<file path="config.mk">
export PLATFORM = sky130hd
export DESIGN_NAME = wb_mem_arbiter_flat
export DESIGN_NICKNAME = d
export VERILOG_FILES = /design/src/rtl/wb_mem_pkg.sv /design/src/rtl/wb_mem_arbiter_if.sv /design/src/rtl/wb_fifo4.sv /design/src/rtl/wb_mem_arbiter.sv /design/src/flat_wrapper.sv
export SDC_FILE = /design/constraint.sdc
export NUM_CORES = 2
export LEC_CHECK = 0
export ABC_AREA = 1
export BUFFER_PORTS_ARGS = -buffer_cell sky130_fd_sc_hd__buf_2
export CAP_MARGIN = 5
export CORE_MARGIN = 2
export CORE_UTILIZATION = 25
export CTS_BUF_LIST = sky130_fd_sc_hd__clkbuf_16
export DETAILED_ROUTE_END_ITERATION = 8
export GPL_ROUTABILITY_DRIVEN = 0
export HOLD_SLACK_MARGIN = 0.15
export PLACE_DENSITY = 0.4
export SYNTH_ARGS = -nofsm -noshare
export SYNTH_HDL_FRONTEND = slang
export SYNTH_HIERARCHICAL = 1
export SYNTH_SLANG_ARGS = --single-unit
export TNS_END_PERCENT = 50
</file>
<file path="constraint.sdc">
create_clock -name clk -period 4.8 [get_ports clk]
set_input_delay 0.48 -clock clk [delete_from_list [all_inputs] [get_ports clk]]
set_output_delay 0.48 -clock clk [all_outputs]
set_load 0.01 [all_outputs]
</file>
<file path="src/rtl/wb_mem_pkg.sv">
// -----------------------------------------------------------------------------
// wb_mem_pkg
// Shared definitions for the write-back buffer / memory arbiter.
//   DEF_ADDR_W / DEF_DATA_W / DEF_DEPTH : default widths and buffer depth
//   N_WB / N_RD                         : number of write-back and read requesters
//   WB_C0_CPU..WB_C1_BUS                : write-back requester indices
//   wb_entry_t                          : one buffered write {addr, data}
//   state_t                             : arbiter FSM state
// -----------------------------------------------------------------------------
package wb_mem_pkg;

    localparam int DEF_ADDR_W = 4;
    localparam int DEF_DATA_W = 32;
    localparam int DEF_DEPTH  = 8;

    localparam int N_WB = 4;
    localparam int N_RD = 2;

    // Write-back requester indices; a higher index is younger within a cycle.
    localparam int WB_C0_CPU = 0;
    localparam int WB_C0_BUS = 1;
    localparam int WB_C1_CPU = 2;
    localparam int WB_C1_BUS = 3;

    typedef struct packed {
        logic [DEF_ADDR_W-1:0] addr;
        logic [DEF_DATA_W-1:0] data;
    } wb_entry_t;

    typedef enum logic [0:0] {
        ST_IDLE    = 1'b0,
        ST_RD_WAIT = 1'b1
    } state_t;

endpackage

</file>
<file path="src/rtl/wb_mem_arbiter_if.sv">
// -----------------------------------------------------------------------------
// wb_mem_arbiter_if
// Bundles the cache-side and memory-side signals of the arbiter.
//   wb_valid/wb_addr/wb_data : 4 write-back requesters -> arbiter
//   wb_stall                 : arbiter -> requesters, hold write-backs
//   rd_req/rd_addr           : 2 fill-read requesters -> arbiter
//   rd_valid/rd_data         : arbiter -> readers, one-cycle data pulse
//   mem_re/mem_we/mem_addr/mem_wdata : arbiter -> single-port memory
//   mem_rdata                : memory -> arbiter, valid cycle after mem_re
// Handshake: rd_req is a level held until the cycle rd_valid pulses for that
// port and must drop on the following cycle. Write-backs are accepted in any
// cycle where wb_stall is low; while wb_stall is high they are ignored and
// the requester keeps wb_valid asserted.
// Modports: slave = arbiter, master = caches + memory (environment).
// -----------------------------------------------------------------------------
interface wb_mem_arbiter_if #(
    parameter int ADDR_W = wb_mem_pkg::DEF_ADDR_W,
    parameter int DATA_W = wb_mem_pkg::DEF_DATA_W
);
    logic [wb_mem_pkg::N_WB-1:0]             wb_valid;
    logic [wb_mem_pkg::N_WB-1:0][ADDR_W-1:0] wb_addr;
    logic [wb_mem_pkg::N_WB-1:0][DATA_W-1:0] wb_data;
    logic                                    wb_stall;

    logic [wb_mem_pkg::N_RD-1:0]             rd_req;
    logic [wb_mem_pkg::N_RD-1:0][ADDR_W-1:0] rd_addr;
    logic [wb_mem_pkg::N_RD-1:0]             rd_valid;
    logic [DATA_W-1:0]                       rd_data;

    logic                                    mem_re;
    logic                                    mem_we;
    logic [ADDR_W-1:0]                       mem_addr;
    logic [DATA_W-1:0]                       mem_wdata;
    logic [DATA_W-1:0]                       mem_rdata;

    modport slave (
        input  wb_valid, wb_addr, wb_data, rd_req, rd_addr, mem_rdata,
        output wb_stall, rd_valid, rd_data, mem_re, mem_we, mem_addr, mem_wdata
    );

    modport master (
        output wb_valid, wb_addr, wb_data, rd_req, rd_addr, mem_rdata,
        input  wb_stall, rd_valid, rd_data, mem_re, mem_we, mem_addr, mem_wdata
    );
endinterface

</file>
<file path="src/rtl/wb_fifo4.sv">
// -----------------------------------------------------------------------------
// wb_fifo4
// Circular write buffer: up to 4 enqueues per cycle (index order, higher index
// younger), one pop per cycle, plus a youngest-match address lookup over the
// registered entries.
//   clk, reset            : clock, synchronous active-high reset
//   enq_valid_i/addr/data : per-requester enqueue (caller gates with stall)
//   pop_i                 : remove head entry (caller ensures count_o != 0)
//   count_o               : number of buffered entries
//   head_addr_o/data_o    : oldest entry
//   lk_addr_i             : lookup address
//   lk_hit_o/lk_data_o    : match found / data of the youngest match
// -----------------------------------------------------------------------------
module wb_fifo4
    import wb_mem_pkg::*;
#(
    parameter int ADDR_W = DEF_ADDR_W,
    parameter int DATA_W = DEF_DATA_W,
    parameter int DEPTH  = DEF_DEPTH
) (
    input  logic                             clk,
    input  logic                             reset,
    input  logic [N_WB-1:0]                  enq_valid_i,
    input  logic [N_WB-1:0][ADDR_W-1:0]      enq_addr_i,
    input  logic [N_WB-1:0][DATA_W-1:0]      enq_data_i,
    input  logic                             pop_i,
    output logic [$clog2(DEPTH):0]           count_o,
    output logic [ADDR_W-1:0]                head_addr_o,
    output logic [DATA_W-1:0]                head_data_o,
    input  logic [ADDR_W-1:0]                lk_addr_i,
    output logic                             lk_hit_o,
    output logic [DATA_W-1:0]                lk_data_o
);
    localparam int PTR_W = $clog2(DEPTH);
    localparam int CNT_W = PTR_W + 1;

    logic [ADDR_W-1:0] addr_q [DEPTH];
    logic [DATA_W-1:0] data_q [DEPTH];
    logic [PTR_W-1:0]  wr_ptr_q, rd_ptr_q;
    logic [CNT_W-1:0]  count_q;

    logic [PTR_W-1:0]  slot [N_WB];
    logic [2:0]        n_enq;
    logic [PTR_W-1:0]  lk_idx;

    // Each valid requester takes the next free slot after all lower-indexed
    // valid requesters, so the packing preserves age order.
    always_comb begin
        n_enq = '0;
        for (int k = 0; k < N_WB; k++) begin
            slot[k] = wr_ptr_q + PTR_W'(n_enq);
            n_enq   = n_enq + 3'(enq_valid_i[k]);
        end
    end

    always_ff @(posedge clk) begin
        if (reset) begin
            wr_ptr_q <= '0;
            rd_ptr_q <= '0;
            count_q  <= '0;
        end else begin
            for (int k = 0; k < N_WB; k++) begin
                if (enq_valid_i[k]) begin
                    addr_q[slot[k]] <= enq_addr_i[k];
                    data_q[slot[k]] <= enq_data_i[k];
                end
            end
            wr_ptr_q <= wr_ptr_q + PTR_W'(n_enq);
            rd_ptr_q <= rd_ptr_q + PTR_W'(pop_i);
            count_q  <= count_q + CNT_W'(n_enq) - CNT_W'(pop_i);
        end
    end

    // Walk from oldest to youngest; a later match overrides an earlier one.
    always_comb begin
        lk_hit_o  = 1'b0;
        lk_data_o = '0;
        lk_idx    = '0;
        for (int i = 0; i < DEPTH; i++) begin
            lk_idx = rd_ptr_q + PTR_W'(i);
            if ((CNT_W'(i) < count_q) && (addr_q[lk_idx] == lk_addr_i)) begin
                lk_hit_o  = 1'b1;
                lk_data_o = data_q[lk_idx];
            end
        end
    end

    assign count_o     = count_q;
    assign head_addr_o = addr_q[rd_ptr_q];
    assign head_data_o = data_q[rd_ptr_q];

endmodule

</file>
<file path="src/rtl/wb_mem_arbiter.sv">
// -----------------------------------------------------------------------------
// wb_mem_arbiter
// Shares one single-port synchronous memory between four write-back sources
// (buffered) and two fill-read sources (round-robin, with forwarding from the
// write buffer).
//   clk, reset  : clock, synchronous active-high reset
//   bus         : wb_mem_arbiter_if slave modport (caches and memory)
//   dbg_state_o : current FSM state
//   dbg_count_o : write-buffer occupancy
// -----------------------------------------------------------------------------
module wb_mem_arbiter
    import wb_mem_pkg::*;
#(
    parameter int ADDR_W = DEF_ADDR_W,
    parameter int DATA_W = DEF_DATA_W,
    parameter int DEPTH  = DEF_DEPTH
) (
    input  logic                   clk,
    input  logic                   reset,
    wb_mem_arbiter_if.slave        bus,
    output state_t                 dbg_state_o,
    output logic [$clog2(DEPTH):0] dbg_count_o
);
    localparam int CNT_W = $clog2(DEPTH) + 1;

    state_t            state_q, state_d;
    logic              rr_ptr_q, rr_ptr_d;
    logic              grant_q, grant_d;
    logic [N_RD-1:0]   hit_vld_q, hit_vld_d;
    logic [DATA_W-1:0] hit_data_q, hit_data_d;

    logic [CNT_W-1:0]  count;
    logic              stall;
    logic [N_WB-1:0]   enq_valid;
    logic [ADDR_W-1:0] head_addr;
    logic [DATA_W-1:0] head_data;
    logic              lk_hit;
    logic [DATA_W-1:0] lk_data;

    logic [N_RD-1:0]   elig;
    logic              any_req;
    logic              winner;
    logic              rd_go;
    logic              pop;
    logic [N_RD-1:0]   rw_valid;

    // A full burst of four must always fit, so stall above DEPTH-4.
    assign stall     = count > CNT_W'(DEPTH - 4);
    assign enq_valid = bus.wb_valid & {N_WB{~stall}};

    wb_fifo4 #(
        .ADDR_W (ADDR_W),
        .DATA_W (DATA_W),
        .DEPTH  (DEPTH)
    ) u_fifo (
        .clk         (clk),
        .reset       (reset),
        .enq_valid_i (enq_valid),
        .enq_addr_i  (bus.wb_addr),
        .enq_data_i  (bus.wb_data),
        .pop_i       (pop & ~reset),
        .count_o     (count),
        .head_addr_o (head_addr),
        .head_data_o (head_data),
        .lk_addr_i   (bus.rd_addr[winner]),
        .lk_hit_o    (lk_hit),
        .lk_data_o   (lk_data)
    );

    // A port whose hit data is being delivered this cycle still holds rd_req;
    // it must not be granted again.
    always_comb begin
        elig    = bus.rd_req & ~hit_vld_q;
        any_req = |elig;
        winner  = (elig == 2'b11) ? rr_ptr_q : elig[1];
    end

    always_comb begin
        state_d    = state_q;
        rr_ptr_d   = rr_ptr_q;
        grant_d    = grant_q;
        hit_vld_d  = '0;
        hit_data_d = hit_data_q;
        rd_go      = 1'b0;
        pop        = 1'b0;
        rw_valid   = '0;
        case (state_q)
            ST_IDLE: begin
                if (any_req && lk_hit) begin
                    // Forward from the buffer; the memory port stays idle.
                    hit_vld_d[winner] = 1'b1;
                    hit_data_d        = lk_data;
                    rr_ptr_d          = ~winner;
                end else if (any_req && (count != CNT_W'(DEPTH))) begin
                    rd_go    = 1'b1;
                    grant_d  = winner;
                    rr_ptr_d = ~winner;
                    state_d  = ST_RD_WAIT;
                end else if (count != '0) begin
                    // Also covers a full buffer holding off a read miss.
                    pop = 1'b1;
                end
            end
            ST_RD_WAIT: begin
                rw_valid[grant_q] = 1'b1;
                state_d           = ST_IDLE;
                if (count != '0) begin
                    pop = 1'b1;
                end
            end
            default: state_d = ST_IDLE;
        endcase
    end

    always_ff @(posedge clk) begin
        if (reset) begin
            state_q    <= ST_IDLE;
            rr_ptr_q   <= 1'b0;
            grant_q    <= 1'b0;
            hit_vld_q  <= '0;
            hit_data_q <= '0;
        end else begin
            state_q    <= state_d;
            rr_ptr_q   <= rr_ptr_d;
            grant_q    <= grant_d;
            hit_vld_q  <= hit_vld_d;
            hit_data_q <= hit_data_d;
        end
    end

    // Reset masks strobes combinationally so a read in flight never reports.
    assign bus.wb_stall  = stall;
    assign bus.mem_re    = rd_go & ~reset;
    assign bus.mem_we    = pop & ~reset;
    assign bus.mem_addr  = rd_go ? bus.rd_addr[winner] : head_addr;
    assign bus.mem_wdata = head_data;
    assign bus.rd_valid  = reset ? '0 : (hit_vld_q | rw_valid);
    assign bus.rd_data   = (state_q == ST_RD_WAIT) ? bus.mem_rdata : hit_data_q;

    assign dbg_state_o = state_q;
    assign dbg_count_o = count;

endmodule

</file>
<file path="src/flat_wrapper.sv">
// flat-port wrapper written by rule: the top's interface ports become plain ports
module wb_mem_arbiter_flat import wb_mem_pkg::*;
#(
    parameter int ADDR_W = DEF_ADDR_W,
    parameter int DATA_W = DEF_DATA_W,
    parameter int DEPTH  = DEF_DEPTH
)
  (clk, reset, dbg_state_o, dbg_count_o, bus_wb_valid, bus_wb_addr, bus_wb_data, bus_rd_req, bus_rd_addr, bus_mem_rdata, bus_wb_stall, bus_rd_valid, bus_rd_data, bus_mem_re, bus_mem_we, bus_mem_addr, bus_mem_wdata);
  wb_mem_arbiter_if #(.ADDR_W(ADDR_W), .DATA_W(DATA_W)) bus_i ();
  input  logic clk;
  input  logic reset;
  output state_t dbg_state_o;
  output logic [$clog2(DEPTH):0] dbg_count_o;
  input wire logic [$bits(bus_i.wb_valid)-1:0] bus_wb_valid;
  input wire logic [$bits(bus_i.wb_addr)-1:0] bus_wb_addr;
  input wire logic [$bits(bus_i.wb_data)-1:0] bus_wb_data;
  input wire logic [$bits(bus_i.rd_req)-1:0] bus_rd_req;
  input wire logic [$bits(bus_i.rd_addr)-1:0] bus_rd_addr;
  input wire logic [$bits(bus_i.mem_rdata)-1:0] bus_mem_rdata;
  output wire logic [$bits(bus_i.wb_stall)-1:0] bus_wb_stall;
  output wire logic [$bits(bus_i.rd_valid)-1:0] bus_rd_valid;
  output wire logic [$bits(bus_i.rd_data)-1:0] bus_rd_data;
  output wire logic [$bits(bus_i.mem_re)-1:0] bus_mem_re;
  output wire logic [$bits(bus_i.mem_we)-1:0] bus_mem_we;
  output wire logic [$bits(bus_i.mem_addr)-1:0] bus_mem_addr;
  output wire logic [$bits(bus_i.mem_wdata)-1:0] bus_mem_wdata;
  assign bus_i.wb_valid = bus_wb_valid;
  assign bus_i.wb_addr = bus_wb_addr;
  assign bus_i.wb_data = bus_wb_data;
  assign bus_i.rd_req = bus_rd_req;
  assign bus_i.rd_addr = bus_rd_addr;
  assign bus_i.mem_rdata = bus_mem_rdata;
  assign bus_wb_stall = bus_i.wb_stall;
  assign bus_rd_valid = bus_i.rd_valid;
  assign bus_rd_data = bus_i.rd_data;
  assign bus_mem_re = bus_i.mem_re;
  assign bus_mem_we = bus_i.mem_we;
  assign bus_mem_addr = bus_i.mem_addr;
  assign bus_mem_wdata = bus_i.mem_wdata;
  wb_mem_arbiter #(.ADDR_W(ADDR_W), .DATA_W(DATA_W), .DEPTH(DEPTH)) u_core (.clk(clk), .reset(reset), .bus(bus_i), .dbg_state_o(dbg_state_o), .dbg_count_o(dbg_count_o));
endmodule
</file>
==> results by stage <==
Worst setup path:
- STA puts the critical path data required time at 4.32 ns.
- The worst setup path is captured at a primary output.
- Among all stages on the critical path, the largest delay is contributed by sky130_fd_sc_hd__dfxtp_2.
- The critical path goes through inv_6, ha_2, buf_6, nand3_1, nand3_1, nand2_1, xor2_1, nand3b_1, nor2_4, nor3_1, nand4_1, or2_1, nor2_1, nand3_2, inv_1, nand2_1, nand2_1, buf_2.
- Of all nets on the critical path, the largest fanout is between 40 and 50.
- The dominant cell type by count on the critical path is sky130_fd_sc_hd__nand2_1.
- In this run the critical register-to-register path is captured at u_core/u_fifo/data_q[6][15].
- The worst endpoint data arrival time is around 4.0 ns.
- The startpoint identified for the worst register-to-register timing path is u_core/u_fifo/count_o[3].
- Counting both buffers and inverters, the worst setup path holds a total of 4.
- The startpoint type of the worst setup path is a flop.
- The top cell family by delay on the critical path is simple AND/OR/NAND/NOR gates.
- For this run, the slowest stage of the critical path takes about 0.49 ns.
- The start point of the critical path is u_core/u_fifo/rd_ptr_q[1].
- The worst setup path endpoint is bus_mem_addr[2].
- For flop-to-flop paths, the worst setup slack is ~0.56 ns.
- The critical path is of the flop to primary output type.
- The critical path crosses 18 cells after its start point.
- Counting cells, the worst reg-to-reg path comes to 12.

Detailed routing:
- The number of nets with antenna violations after detailed routing is 0.
- The violation count after the first detailed-routing iteration is 5174.
- After detailed routing, the average wire length per cell comes to 23.2 um.
- The total number of vias is ~39000.
- The pre-antenna-repair detailed-routing pass consisted of 6 iterations.
- Summed over all layers, the routed wires come to 176 mm.
- The post-detailed-route DRC marker count is 0.
- The via count normalized by instance count is 5.11.

STA:
- The clock skew is between 0.02 and 0.03 ns.
- In the finished design, the share of the clock period the worst path needs comes to 92.2%.
- Setup violations remaining at the end of the flow were counted as 0.
- The highest clock frequency the design can meet is approximately 230 MHz.
- The relative max-transition margin is just under 30%.
- The hold violation total from the final report was 0.
- At the pin with the least slew margin, the transition time is 1.05 ns.
- The time the worst path needs with I/O delays and setup is about 4.4 ns.
- The total count of max-transition violations in the final report was 0.
- Setup repair after global routing left no endpoint under its margin.
- The final worst-path setup slack is 0.375 ns.

Logic synthesis:
- The netlist area before placement is between 30000 and 40000 um2.
- The cell type with the largest total area after synthesis is sky130_fd_sc_hd__nand2_1.
- For this run, the leading register cell type out of synthesis is sky130_fd_sc_hd__edfxtp_1.
- The commonest cells after synthesis are sky130_fd_sc_hd__nand2_1, sky130_fd_sc_hd__o21ai_0, sky130_fd_sc_hd__nand3_1, sky130_fd_sc_hd__inv_1, sky130_fd_sc_hd__nor2_1.
- The total of warnings raised by yosys is 6.
- Yosys instantiated no cell more often than sky130_fd_sc_hd__nand2_1.
- The synthesized design contains 335 register bits.
- For this run, asynchronously set or reset flops after synthesis account for 0%.
- The fraction of post-synthesis cell area in the top cell type by area is between 20% and 30%.
- Counting flops with a built-in enable in the synthesized netlist gives between 200 and 300.
- After synthesis, the cell types taking the most area are sky130_fd_sc_hd__nand2_1, sky130_fd_sc_hd__edfxtp_1, sky130_fd_sc_hd__o21ai_0, sky130_fd_sc_hd__nand3_1, sky130_fd_sc_hd__o211ai_1.
- Counting every net in the synthesized netlist gives about 6000.
- The gate count of the mapped netlist is just under 6000.
- Synthesis instantiated 41 different standard cells from the library.
- A synthesized cell averages 5.87 um2.
- Of the synthesized area, sequential elements account for approximately 28%.

Die:
- The die outline width is around 370 um.
- The total I/O pin count is 270.
- The effective utilization at floorplan is between 20% and 30%.
- After floorplanning, the core was divided into between 100 and 150 placement rows.
- The standard cell core area is 135000 um2.
- The die span in y is roughly 370 um.
- The die covers 139000 um2.

Min path:
- The worst hold path belongs to the class input pin to flop.
- The worst hold path depth is 3.

Power:
- The analysis attributes to net switching a power of about 15000 uW.
- The static leakage is 0.0182 uW.
- The clock network power share is between 10% and 20%.
- The net switching share of the total power is 56.7%.
- Total power for the finished layout comes to 25800 uW.
- Registers are responsible for 19.6% of the overall power.
- Across the VDD grid, the largest voltage drop is 468 uV.
- The power density over cell area is between 600 and 700 nW/um2.
- The internal power of the cells totals ~11000 uW.
- The part of the power in combinational logic is around 68%.

Cells and area:
- The relative area change from synthesis to final layout is 14.3%.
- The final layout contains 5977 nets.
- The share of the core filled with cells is 28.7%.
- Of the cells placed in the final design, the portion with a size suffix greater than 1 is about a tenth.

Clock network:
- The source-to-sink clock delay at the later pin of the worst-skew pair is 0.62 ns.
- CTS built an H-tree with a depth of 2.
- The tree built by TritonCTS fans out to roughly 340 sinks.
- The clock passes through at most 3 buffers.
- TritonCTS built the clock tree.
- The tree is rooted in a sky130_fd_sc_hd__clkbuf_16.
- The total clock buffers created by CTS is 41.
- Clock-pin slew was measured on the worst setup and hold paths at 0.06 ns.

Global routing:
- For this run, the total global-route usage over all layers was measured as between 20% and 30%.
- The number of global-route vias before repair is 33100.
- The initial antenna violation count came to 26.
- After global routing the overflow that remains totals 0.
- The maximum number of pins on one net before global-route repair is 221.
- The global-route wire length before repair is about 250 mm.

Outcome:
- The flow ran to the end, and the final reports show no timing, DRC or antenna violations.

Flow run:
- The tool flagged a number of max-cap violations equal to 0.

Placed design:
- Timing analysis after detailed placement gives a worst setup slack of about 0.53 ns.
- The wire-length estimate of the detail-placed layout is between 100 and 150 mm.
- During placement, the flow inserted port buffers numbering between 200 and 300.
[power by group through the flow]
stage | logic (uW) | registers [uW] | clock network [uW]
final | 17600 | 5070 | 3210
after global routing | 19600 | 5120 | 3380
after floorplan | 11100 | 4700 | 0
after CTS | 17300 | 5030 | 3300
after global placement | 17300 | 5080 | 0
after detailed placement | 17300 | 5090 | 0
[repair_timing]
item | 4_1_cts | 5_1_grt
endpoints found under the setup margin | 0 | 8
hold buffers | 0 | 0
resized for setup | 0 | 3
buffers inserted | 0 | 0
endpoints found under the hold margin | 0 | 0
[worst min-delay path, stage by stage]
cell and delay (ns):
sky130_fd_sc_hd__buf_2 0.15, sky130_fd_sc_hd__nand2_1 0.06, sky130_fd_sc_hd__o21ai_0 0.06
[layout by cell type (no fill, tap or decap), types with 6 or more instances in the layout]
cell type                   count
sky130_fd_sc_hd__clkinv_1      10
sky130_fd_sc_hd__nor2_1       318
sky130_fd_sc_hd__nor2_2         6
sky130_fd_sc_hd__o2111ai_4      8
sky130_fd_sc_hd__xor2_1         8
sky130_fd_sc_hd__fa_1           6
sky130_fd_sc_hd__inv_6          6
sky130_fd_sc_hd__inv_2         21
sky130_fd_sc_hd__buf_4        145
sky130_fd_sc_hd__nor2_4         6
sky130_fd_sc_hd__o211ai_1     306
sky130_fd_sc_hd__edfxtp_1     288
sky130_fd_sc_hd__buf_12        48
sky130_fd_sc_hd__ha_1          18
sky130_fd_sc_hd__diode_2        7
sky130_fd_sc_hd__o21ai_0      804
sky130_fd_sc_hd__buf_2        269
sky130_fd_sc_hd__a21oi_1       54
sky130_fd_sc_hd__nand2_1     2310
sky130_fd_sc_hd__o21ai_1       62
sky130_fd_sc_hd__clkbuf_16     41
sky130_fd_sc_hd__dfxtp_1       43
sky130_fd_sc_hd__a31oi_1       34
sky130_fd_sc_hd__inv_1        405
sky130_fd_sc_hd__nand2_2       12
sky130_fd_sc_hd__nand3_1      509
[cell families (layout without fill, tap and decap cells)]
family,Yosys count,after routing,synth area share [%]
xor gates and xnor gates,14,14,0.472
other,0,7,0
and+or+nand+nor,3178,3178,37.2
DFF,335,335,28.2
adders and majority gates,25,25,1.05
AOI/OAI and AO/OA,1273,1273,21.3
buffers and inverters,961,965,11.8
[how the worst min path moves through the flow]
stage | start | end
floorplan | u_core/hit_data_q[11] | u_core/hit_data_q[11]
global placement | u_core/hit_data_q[5] | u_core/hit_data_q[5]
detailed placement | u_core/hit_data_q[5] | u_core/hit_data_q[5]
CTS | bus_wb_data[117] | u_core/u_fifo/data_q[0][21]
global route | bus_wb_data[117] | u_core/u_fifo/data_q[0][21]
finish | bus_wb_data[117] | u_core/u_fifo/data_q[0][21]
[per-stage QoR]
stage | area [um2] | setup TNS [ns] | hold slack [ns] | instances
2_1_floorplan | 34000 | -0.0371 | 0.424 | 5786
5_1_grt | 38800 | 0 | 0.280 | 7576
6_report | 38800 | 0 | 0.255 | 7578
3_3_place_gp | 37500 | 0 | 0.474 | 7498
4_1_cts | 38800 | 0 | 0.202 | 7571
3_5_place_dp | 37500 | 0 | 0.478 | 7498
[sequential cells by signal (all words and copies together), names as in the netlist]
name                    count
u_core/u_fifo/data_q      256
u_core/hit_data_q          32
u_core/u_fifo/addr_q       32
u_core/u_fifo/count_o       4
u_core/u_fifo/rd_ptr_q      3
u_core/u_fifo/wr_ptr_q      3
u_core/hit_vld_q            2
u_core/dbg_state_o          1
u_core/grant_q              1
u_core/rr_ptr_q             1
[final cells by class]
cell class              instances  area, um2
diodes                          7       17.5
clock buffers                  41       1030
clock inverters                32        322
fillers                     15100      96300
inverters                     428       1630
multi-input cells            4490      20600
flip-flops and latches        335       9600
well taps                    1781       2230
repair buffers                464       3420
[metal layers]
layer  vias up  GRT usage, %  wire, um
li1      18900             -         -
met1     17700          40.4     91600
met2      1835          31.8     65300
met3       248          3.90     14700
met4        32          5.68      4020
met5         -             0       200
Power figures use the tool's default switching activity.
